<file path="config.mk">
export PLATFORM = sky130hd
export DESIGN_NAME = inst_encoder
export DESIGN_NICKNAME = d
export VERILOG_FILES = /design/src/rtl/inst_encoder.sv
export SDC_FILE = /design/constraint.sdc
export NUM_CORES = 1
export LEC_CHECK = 0
export CAP_MARGIN = 40
export CORE_UTILIZATION = 40
export CTS_CLUSTER_DIAMETER = 60
export DETAILED_ROUTE_END_ITERATION = 10
export GPL_ROUTABILITY_DRIVEN = 0
export PLACE_DENSITY = 0.81
export RECOVER_POWER = 100
export SYNTH_ARGS = -nofsm -noshare
export SYNTH_HDL_FRONTEND = slang
export SYNTH_SLANG_ARGS = --single-unit
</file>
<file path="constraint.sdc">
create_clock -name clk -period 3.15 [get_ports clk]
set_clock_uncertainty 0.1 [all_clocks]
set_input_delay 0.63 -clock clk [delete_from_list [all_inputs] [get_ports clk]]
set_output_delay 0.63 -clock clk [all_outputs]
set_load 0.005 [all_outputs]
</file>
<file path="src/rtl/inst_encoder.sv">
// ---------------------------------------------------------------------------
// inst_encoder
//   Packs instruction field bundles into 32-bit instruction words and streams
//   them into instruction memory through a backpressured write port. It is
//   the inverse of the decode stage: the immediate scattering matches what
//   the team's decoder reads back. The program loader and self-checking
//   benches use it to build instruction streams for the core.
//
// Ports
//   clk, rst        clock (rising edge) and synchronous active-high reset
//   start           pulse: load start_addr, clear word_cnt, enter RUN
//   start_addr      first word address of the stream
//   in_valid        field bundle valid
//   in_ready        encoder takes a bundle this cycle
//   cls             class: 0 R, 1 I-arith, 2 load, 3 store, 4 branch,
//                   5 jal, 6 jalr, 7 lui
//   funct3, funct7  function fields
//   rd, rs1, rs2    register fields
//   imm             immediate; only the low bits the class uses matter
//   mem_we          write request valid, held until mem_ready
//   mem_addr        write word address
//   mem_wdata       encoded instruction word
//   mem_ready       memory accepts the write when mem_we & mem_ready
//   busy            state is RUN
//   full            state is FULL (last address written)
//   err             one-cycle pulse: illegal bundle was dropped
//   word_cnt        words written since start
// ---------------------------------------------------------------------------
module inst_encoder #(
    parameter int ADDR_W = 8
) (
    input  logic              clk,
    input  logic              rst,
    input  logic              start,
    input  logic [ADDR_W-1:0] start_addr,
    input  logic              in_valid,
    output logic              in_ready,
    input  logic [2:0]        cls,
    input  logic [2:0]        funct3,
    input  logic [6:0]        funct7,
    input  logic [4:0]        rd,
    input  logic [4:0]        rs1,
    input  logic [4:0]        rs2,
    input  logic [19:0]       imm,
    output logic              mem_we,
    output logic [ADDR_W-1:0] mem_addr,
    output logic [31:0]       mem_wdata,
    input  logic              mem_ready,
    output logic              busy,
    output logic              full,
    output logic              err,
    output logic [ADDR_W:0]   word_cnt
);

    typedef enum logic [1:0] {
        S_IDLE = 2'd0,
        S_RUN  = 2'd1,
        S_FULL = 2'd2
    } state_t;

    localparam logic [2:0] CLS_R    = 3'd0;
    localparam logic [2:0] CLS_I    = 3'd1;
    localparam logic [2:0] CLS_LD   = 3'd2;
    localparam logic [2:0] CLS_ST   = 3'd3;
    localparam logic [2:0] CLS_BR   = 3'd4;
    localparam logic [2:0] CLS_JAL  = 3'd5;
    localparam logic [2:0] CLS_JALR = 3'd6;
    localparam logic [2:0] CLS_LUI  = 3'd7;

    localparam logic [6:0] OPC_R    = 7'b0110011;
    localparam logic [6:0] OPC_I    = 7'b0010011;
    localparam logic [6:0] OPC_LD   = 7'b0000011;
    localparam logic [6:0] OPC_ST   = 7'b0100011;
    localparam logic [6:0] OPC_BR   = 7'b1100011;
    localparam logic [6:0] OPC_JAL  = 7'b1101111;
    localparam logic [6:0] OPC_JALR = 7'b1100111;
    localparam logic [6:0] OPC_LUI  = 7'b0110111;

    localparam logic [ADDR_W-1:0] ADDR_ONE = {{(ADDR_W-1){1'b0}}, 1'b1};
    localparam logic [ADDR_W:0]   CNT_ONE  = {{ADDR_W{1'b0}}, 1'b1};

    state_t      state;
    logic [31:0] enc_word;
    logic        enc_legal;
    logic        last_addr;
    logic        accept;
    logic        wr_done;

    // ------------------------------------------------------------------
    // Field packing and legality check
    // ------------------------------------------------------------------
    always_comb begin
        enc_word  = '0;
        enc_legal = 1'b1;
        case (cls)
            CLS_R: begin
                enc_word  = {funct7, rs2, rs1, funct3, rd, OPC_R};
                enc_legal = (funct7 == 7'b0000000) || (funct7 == 7'b0100000);
            end
            CLS_I: begin
                // Shifts carry funct7 in the top bits and a 5-bit shamt.
                if (funct3 == 3'b001 || funct3 == 3'b101)
                    enc_word = {funct7, imm[4:0], rs1, funct3, rd, OPC_I};
                else
                    enc_word = {imm[11:0], rs1, funct3, rd, OPC_I};
            end
            CLS_LD: begin
                enc_word  = {imm[11:0], rs1, funct3, rd, OPC_LD};
                enc_legal = !(funct3 == 3'b011 || funct3 == 3'b110 ||
                              funct3 == 3'b111);
            end
            CLS_ST: begin
                enc_word  = {imm[6:0], rs2, rs1, funct3, imm[11:7], OPC_ST};
                enc_legal = (funct3 <= 3'b010);
            end
            CLS_BR: begin
                enc_word  = {imm[0], imm[7:2], rs2, rs1, funct3,
                             imm[11:8], imm[1], OPC_BR};
                enc_legal = !(funct3 == 3'b010 || funct3 == 3'b011);
            end
            CLS_JAL: begin
                enc_word = {imm[19], imm[9:0], imm[10], imm[18:11], rd, OPC_JAL};
            end
            CLS_JALR: begin
                // jalr has a single form; funct3 is not taken from the bundle.
                enc_word = {imm[11:0], rs1, 3'b000, rd, OPC_JALR};
            end
            CLS_LUI: begin
                enc_word = {imm, rd, OPC_LUI};
            end
            default: begin
                enc_word  = '0;
                enc_legal = 1'b0;
            end
        endcase
    end

    // ------------------------------------------------------------------
    // Handshake
    // ------------------------------------------------------------------
    assign last_addr = (mem_addr == {ADDR_W{1'b1}});
    assign wr_done   = mem_we && mem_ready;

    // A completing write to the top address ends the stream on this edge, so
    // no new bundle may be taken alongside it. start always wins the cycle.
    assign in_ready = (state == S_RUN) && !start &&
                      (!mem_we || (mem_ready && !last_addr));
    assign accept   = in_valid && in_ready;

    assign busy = (state == S_RUN);
    assign full = (state == S_FULL);

    // ------------------------------------------------------------------
    // Control and write port registers
    // ------------------------------------------------------------------
    always_ff @(posedge clk) begin
        if (rst) begin
            state     <= S_IDLE;
            mem_we    <= 1'b0;
            mem_addr  <= '0;
            mem_wdata <= '0;
            word_cnt  <= '0;
            err       <= 1'b0;
        end else if (start) begin
            // Any pending write is dropped; the stream restarts cleanly.
            state    <= S_RUN;
            mem_we   <= 1'b0;
            mem_addr <= start_addr;
            word_cnt <= '0;
            err      <= 1'b0;
        end else begin
            err <= 1'b0;
            if (wr_done) begin
                mem_we   <= 1'b0;
                mem_addr <= mem_addr + ADDR_ONE;
                word_cnt <= word_cnt + CNT_ONE;
                if (last_addr)
                    state <= S_FULL;
            end
            // A bundle taken on the completing edge overrides the clear above,
            // giving one word per cycle while mem_ready stays high.
            if (accept) begin
                if (enc_legal) begin
                    mem_we    <= 1'b1;
                    mem_wdata <= enc_word;
                end else begin
                    err <= 1'b1;
                end
            end
        end
    end

endmodule

</file>
==> results of run 1 <==
[synth_stat cells, types with 3 or more instances]
cell type	instances
nand4_1	6
o22ai_1	3
a211oi_1	20
nand3b_1	3
nor3b_1	5
xnor2_1	4
buf_2	5
a222oi_1	5
xor2_1	9
mux2i_1	13
nor3_1	5
o21ai_0	33
a221oi_1	5
or4_1	5
a21oi_1	45
nand2b_1	8
and3_1	3
mux2_2	3
nor2_1	30
nand3_1	10
nand2_1	37
buf_1	4
inv_1	6
dfxtp_1	52
a32o_1	3
o221ai_1	5
nor2b_1	4
clkbuf_1	18
[per-layer routing]
layer / wire length [um] / share of wire, % / vias to the layer above / track usage [%]
li1: - / - / 1629 / -
met1: 4090 / 43 / 1535 / 31.2
met2: 4360 / 46 / 221 / 38.4
met3: 886 / 9.3 / 24 / 2.95
met4: 232 / 2.4 / 0 / 9.81
met5: 0 / 0 / - / 0
[through the flow]
stage	worst slack [ps]	cell area, sq um
after floorplan	710	3060
after global placement	146	4300
after detailed placement	103	4300
after CTS	281	4410
after global routing	143	4400
final	217	4400
[final cells by class]
cell class,count,area (sq um)
fill,635,2930
multi-input combinational,295,1860
timing repair buffer,125,1240
sequential,52,1040
tap,99,124
clock buffer,5,68.8
clock inverter,3,42.5
inverter,8,30.0
[kinds of logic after synthesis]
family	Yosys count	share of synthesized area [%]
AOI/OAI and AO/OA	134	28.5
xor gates and xnor gates	13	3.72
adders and majority gates	2	0.819
buffers and inverters	38	5.48
DFF	52	34.1
muxes	16	5.36
and+or+nand+nor	130	22.0
[how the worst max path moves through the flow]
| stage | endpoint | slack [ps] | cells after the start |
|---|---|---|---|
| floorplan | mem_wdata[11] | 710 | 7 |
| CTS | in_ready | 280 | 5 |
| detailed placement | mem_wdata[24] | 100 | 7 |
| global route | in_ready | 140 | 5 |
| finish | in_ready | 220 | 5 |
| global placement | mem_wdata[22] | 150 | 7 |
[power breakdown]
part / switching, mW / leakage, nW / internal [mW]
combinational: 0.172 / 1.22 / 0.176
sequential: 0.0166 / 0.423 / 0.678
clock: 0.229 / 0.0541 / 0.235
total: 0.418 / 1.69 / 1.09
[sequential cells by signal (all words and copies together), names as in the netlist]
register and count:
state 2, mem_wdata 31, mem_we 1, mem_addr 8, err 1, word_cnt 9
[critical path: cells and delay by family]
family	cells	cell delay [ps]
buf+inv	2	1120
simple gates	3	450
==> metrics.csv, run 1 <==
metric,value,unit
status,finished clean,
HP Start,state[1],
peak supply drop,179,uV
first-pass GRT wire length,14.4,mm
Max Root-Sink Buffers,2,
IO Pins,115,
# H-tree levels,2,
largest cells by area after synthesis,"dfxtp_1, a21oi_1, o21ai_0",
num rows,31,
Worst R2R Start,mem_addr[0],
ANT cells,0,
most frequent cells in the layout,"clkdlybuf4s50_1, dlygate4sd3_1, dfxtp_1",
Synth top area share,34.1,%
vias in the first global route,2979,
HPWL after DPL,7.21,mm
asr flop ratio synth,0,%
R2R Setup Slk,720,ps
setup TNS,0,ps
Core ar.,0.00733,sq mm
Worst Path Required,2420,ps
syn_nets,448,
Yosys reg bits,52,
drt first pass iters,9,
die area,0.00800,sq mm
Layout Area Growth over Synthesis,44.0,%
worst path arrival time,2200,ps
Die Ht,89.4,um
Hold Buf Count CTS,0,
fraction of layout cells with a size suffix above 1,6.76,%
width of the die,89.4,um
Worst-Skew Late Latency,310,ps
fin nets,550,
slowest CP cell,dlygate4sd3_1,
"commonest non-fill, non-tap cell in the layout",clkdlybuf4s50_1,
DR vias,3409,
largest net degree at the start of global routing,45,
synth warn,0,
# clock sinks,52,
Crit Path Class,input port to primary output,
FF-to-FF path depth,7,
Post-Route Utilization,60.0,%
DRT antenna net count,0,
cell count after synthesis,385,
Worst Hold End,state[1],
Final Power,1.51,mW
maxcap violations,0,
Worst path max stage delay,600,ps
Hold Slack,381,ps
reg2reg end,mem_wdata[24],
Non-Filler Instances,587,
WL final,9.57,mm
root buffer cell,clkbuf_8,
leak pwr,1.69,nW
register area share after synthesis,34.1,%
Port Buffers,114,
clock-pin transition on the worst setup and hold timing paths,100,ps
worst-path cell chain,clkdlybuf4s50_1 -> nand2b_1 -> nand2_1 -> nor3_1 -> dlygate4sd3_1,
TritonCTS clock tree,yes,
HP Class,register to register,
worst relative slew slack,33.3,%
Wirelength per Cell,16.3,um
Crit. End Element,primary output,
Final Hold Viols,0,
Tmin final,2930,ps
CP startpoint kind,input port,
Resize count post-CTS,0,
PwrDens,342,mW/mm^2
GRT overflow,0,
detailed-route DRC error count,0,
vias per std cell,5.81,
period utilization,93.1,%
Total Routing Usage GR,23.5,%
fin. max-slew vios,0,
synthesized area,0.00306,sq mm
Crit. Startpoint,mem_ready,
Mean Syn Cell Area,7.94,sq um
"area leader, netlist",dfxtp_1,
Hold Path Cell Cnt,2,
Worst Tran Pin Value,992,ps
post-synthesis cell type count,54,
most common flop cell mapped by yosys,dfxtp_1,
Placed Cells,579,
Worst Path Max Fanout,4,
final setup fails,0,
unrepaired setup endpoints after global routing,no,
antenna violations before repair,0,
Inserted Clock Buffers,5,
Starting DRT DRC Count,282,
Post-synth EDFFs,0,
postcts setup bufs,0,
Initial Util,41.7,%
maximum clock rate,0.341,GHz
Note: power is estimated with default switching activity, not from simulation.
==> run 2: changes to the inputs <==
==> constraint.sdc (replaced) <==
create_clock -name clk -period 3.7 [get_ports clk]
set_clock_uncertainty 0.1 [all_clocks]
set_input_delay 0.74 -clock clk [delete_from_list [all_inputs] [get_ports clk]]
set_output_delay 0.74 -clock clk [all_outputs]
set_load 0.005 [all_outputs]
==> metrics.csv, run 2 (same netlist as run 1, synthesis figures left out) <==
metric,value,unit,change
status,finished clean,,
CP startpoint kind,input port,,
width of the die,89.4,um,unchanged
# H-tree levels,2,,unchanged
most frequent cells in the layout,"clkdlybuf4s50_1, dlygate4sd3_1, dfxtp_1",,
fin. max-slew vios,0,,unchanged
Non-Filler Instances,585,,-0.34%
WL final,9.26,mm,-3.1%
Crit Path Class,input port to register,,
Placed Cells,577,,-0.35%
postcts setup bufs,0,,unchanged
Largest regs,"mem_wdata (31), word_cnt (9), mem_addr (8)",,
Starting DRT DRC Count,238,,-16%
Worst-Skew Late Latency,300,ps,about the same
maxcap violations,0,,unchanged
IO Pins,115,,unchanged
vias in the first global route,2976,,-0.10%
Crit. End Element,register,,
TritonCTS clock tree,yes,,
Layout Area Growth over Synthesis,42.5,%,
fraction of layout cells with a size suffix above 1,6.58,%,-0.18 points
final setup fails,0,,unchanged
Wirelength per Cell,15.8,um,-2.8%
Top reg by flops,mem_wdata,,
die area,0.00800,sq mm,unchanged
num rows,31,,unchanged
HPWL after DPL,7.07,mm,-2.0%
worst relative slew slack,41.7,%,+8.4 points
setup TNS,0,ps,unchanged
PwrDens,290,mW/mm^2,-15%
drt first pass iters,6,,-3
detailed-route DRC error count,0,,unchanged
clock-pin transition on the worst setup and hold timing paths,90,ps,about the same
Die Ht,89.4,um,unchanged
Tmin final,3280,ps,
GRT overflow,0,,unchanged
ANT cells,0,,unchanged
peak supply drop,225,uV,+26%
Inserted Clock Buffers,5,,unchanged
Total Routing Usage GR,23.5,%,unchanged
Core ar.,0.00733,sq mm,unchanged
DR vias,3385,,-0.70%
antenna violations before repair,0,,unchanged
vias per std cell,5.79,,-0.36%
Port Buffers,114,,unchanged
unrepaired setup endpoints after global routing,no,,
root buffer cell,clkbuf_8,,
leak pwr,1.68,nW,-1.0%
fin nets,548,,-0.36%
largest net degree at the start of global routing,45,,unchanged
Worst Path Max Fanout,44,,+40
period utilization,88.8,%,
Final Hold Viols,0,,unchanged
first-pass GRT wire length,14.6,mm,+1.4%
# clock sinks,52,,unchanged
Worst Tran Pin Value,867,ps,-125 ps
Largest register FFs,31,,unchanged
Worst Path Required,3780,ps,+1360 ps
maximum clock rate,0.304,GHz,
Max Root-Sink Buffers,2,,unchanged
fill count,635,,unchanged
Initial Util,41.7,%,unchanged
Hold Buf Count CTS,0,,unchanged
worst path arrival time,3370,ps,+1170 ps
Resize count post-CTS,0,,unchanged
HP Class,register to register,,
DRT antenna net count,0,,unchanged
[run 2: cell types whose count changed in the layout (fill, tap and decap cells not counted)]
cell             delta
dlygate4sd3_1       +1
o221a_4             -1
buf_12              -2
clkbuf_1            -1
o221a_2             +1
clkdlybuf4s50_1     -1
buf_4               +1
[run 2: path summary, 6_finish.rpt]
| kind | slack, ps | startpoint | end | depth (start not counted) |
|---|---|---|---|---|
| min reg2reg | 380 | mem_wdata[17] | mem_wdata[17] | 2 |
| max reg2reg | 1180 | mem_addr[0] | mem_wdata[4] | 7 |
| min | 380 | mem_wdata[17] | mem_wdata[17] | 2 |
| max | 420 | cls[2] | mem_wdata[4] | 8 |
[run 2: power by group]
part / total (mW) / internal, mW / switching [mW]
combinational: 0.291 / 0.146 / 0.145
clock: 0.383 / 0.200 / 0.183
sequential: 0.591 / 0.577 / 0.0137
[run 2: metal layers]
metal  part of all wire (%)  GRT usage [%]  vias to the layer above
li1                       -              -                     1628
met1                     44           31.9                     1553
met2                     45           37.5                      186
met3                    9.2           4.06                       18
met4                    2.2           8.08                        0
met5                      0              0                        -
[run 2: critical path, stage by stage]
cell and delay (ps):
clkdlybuf4s50_1 490, clkbuf_2 640, inv_1 270, o221a_2 380
o21a_4 170, nor2_2 250, buf_4 280, a211oi_1 110
[run 2: area by class of cell]
type | count | area [sq um] | area share (%)
flip-flops and latches | 52 | 1040 | 23.9
multi-input cells | 295 | 1850 | 42.4
repair buffers | 123 | 1200 | 27.6
well taps | 99 | 124 | 2.84
clock buffers | 5 | 68.8 | 1.58
clock inverters | 3 | 42.5 | 0.976
inverters | 8 | 30.0 | 0.689
[run 2: metrics by stage]
step	hold slack, ps	power [mW]	setup WS, ps	util [%]	area [sq um]
3_3_place_gp	358	0.895	486	58.1	4260
6_report	382	1.26	415	59.4	4360
4_1_cts	382	1.28	595	59.6	4370
2_1_floorplan	343	0.748	1150	-	3060
3_5_place_dp	367	0.899	446	58.1	4260
5_1_grt	408	1.33	257	59.4	4360
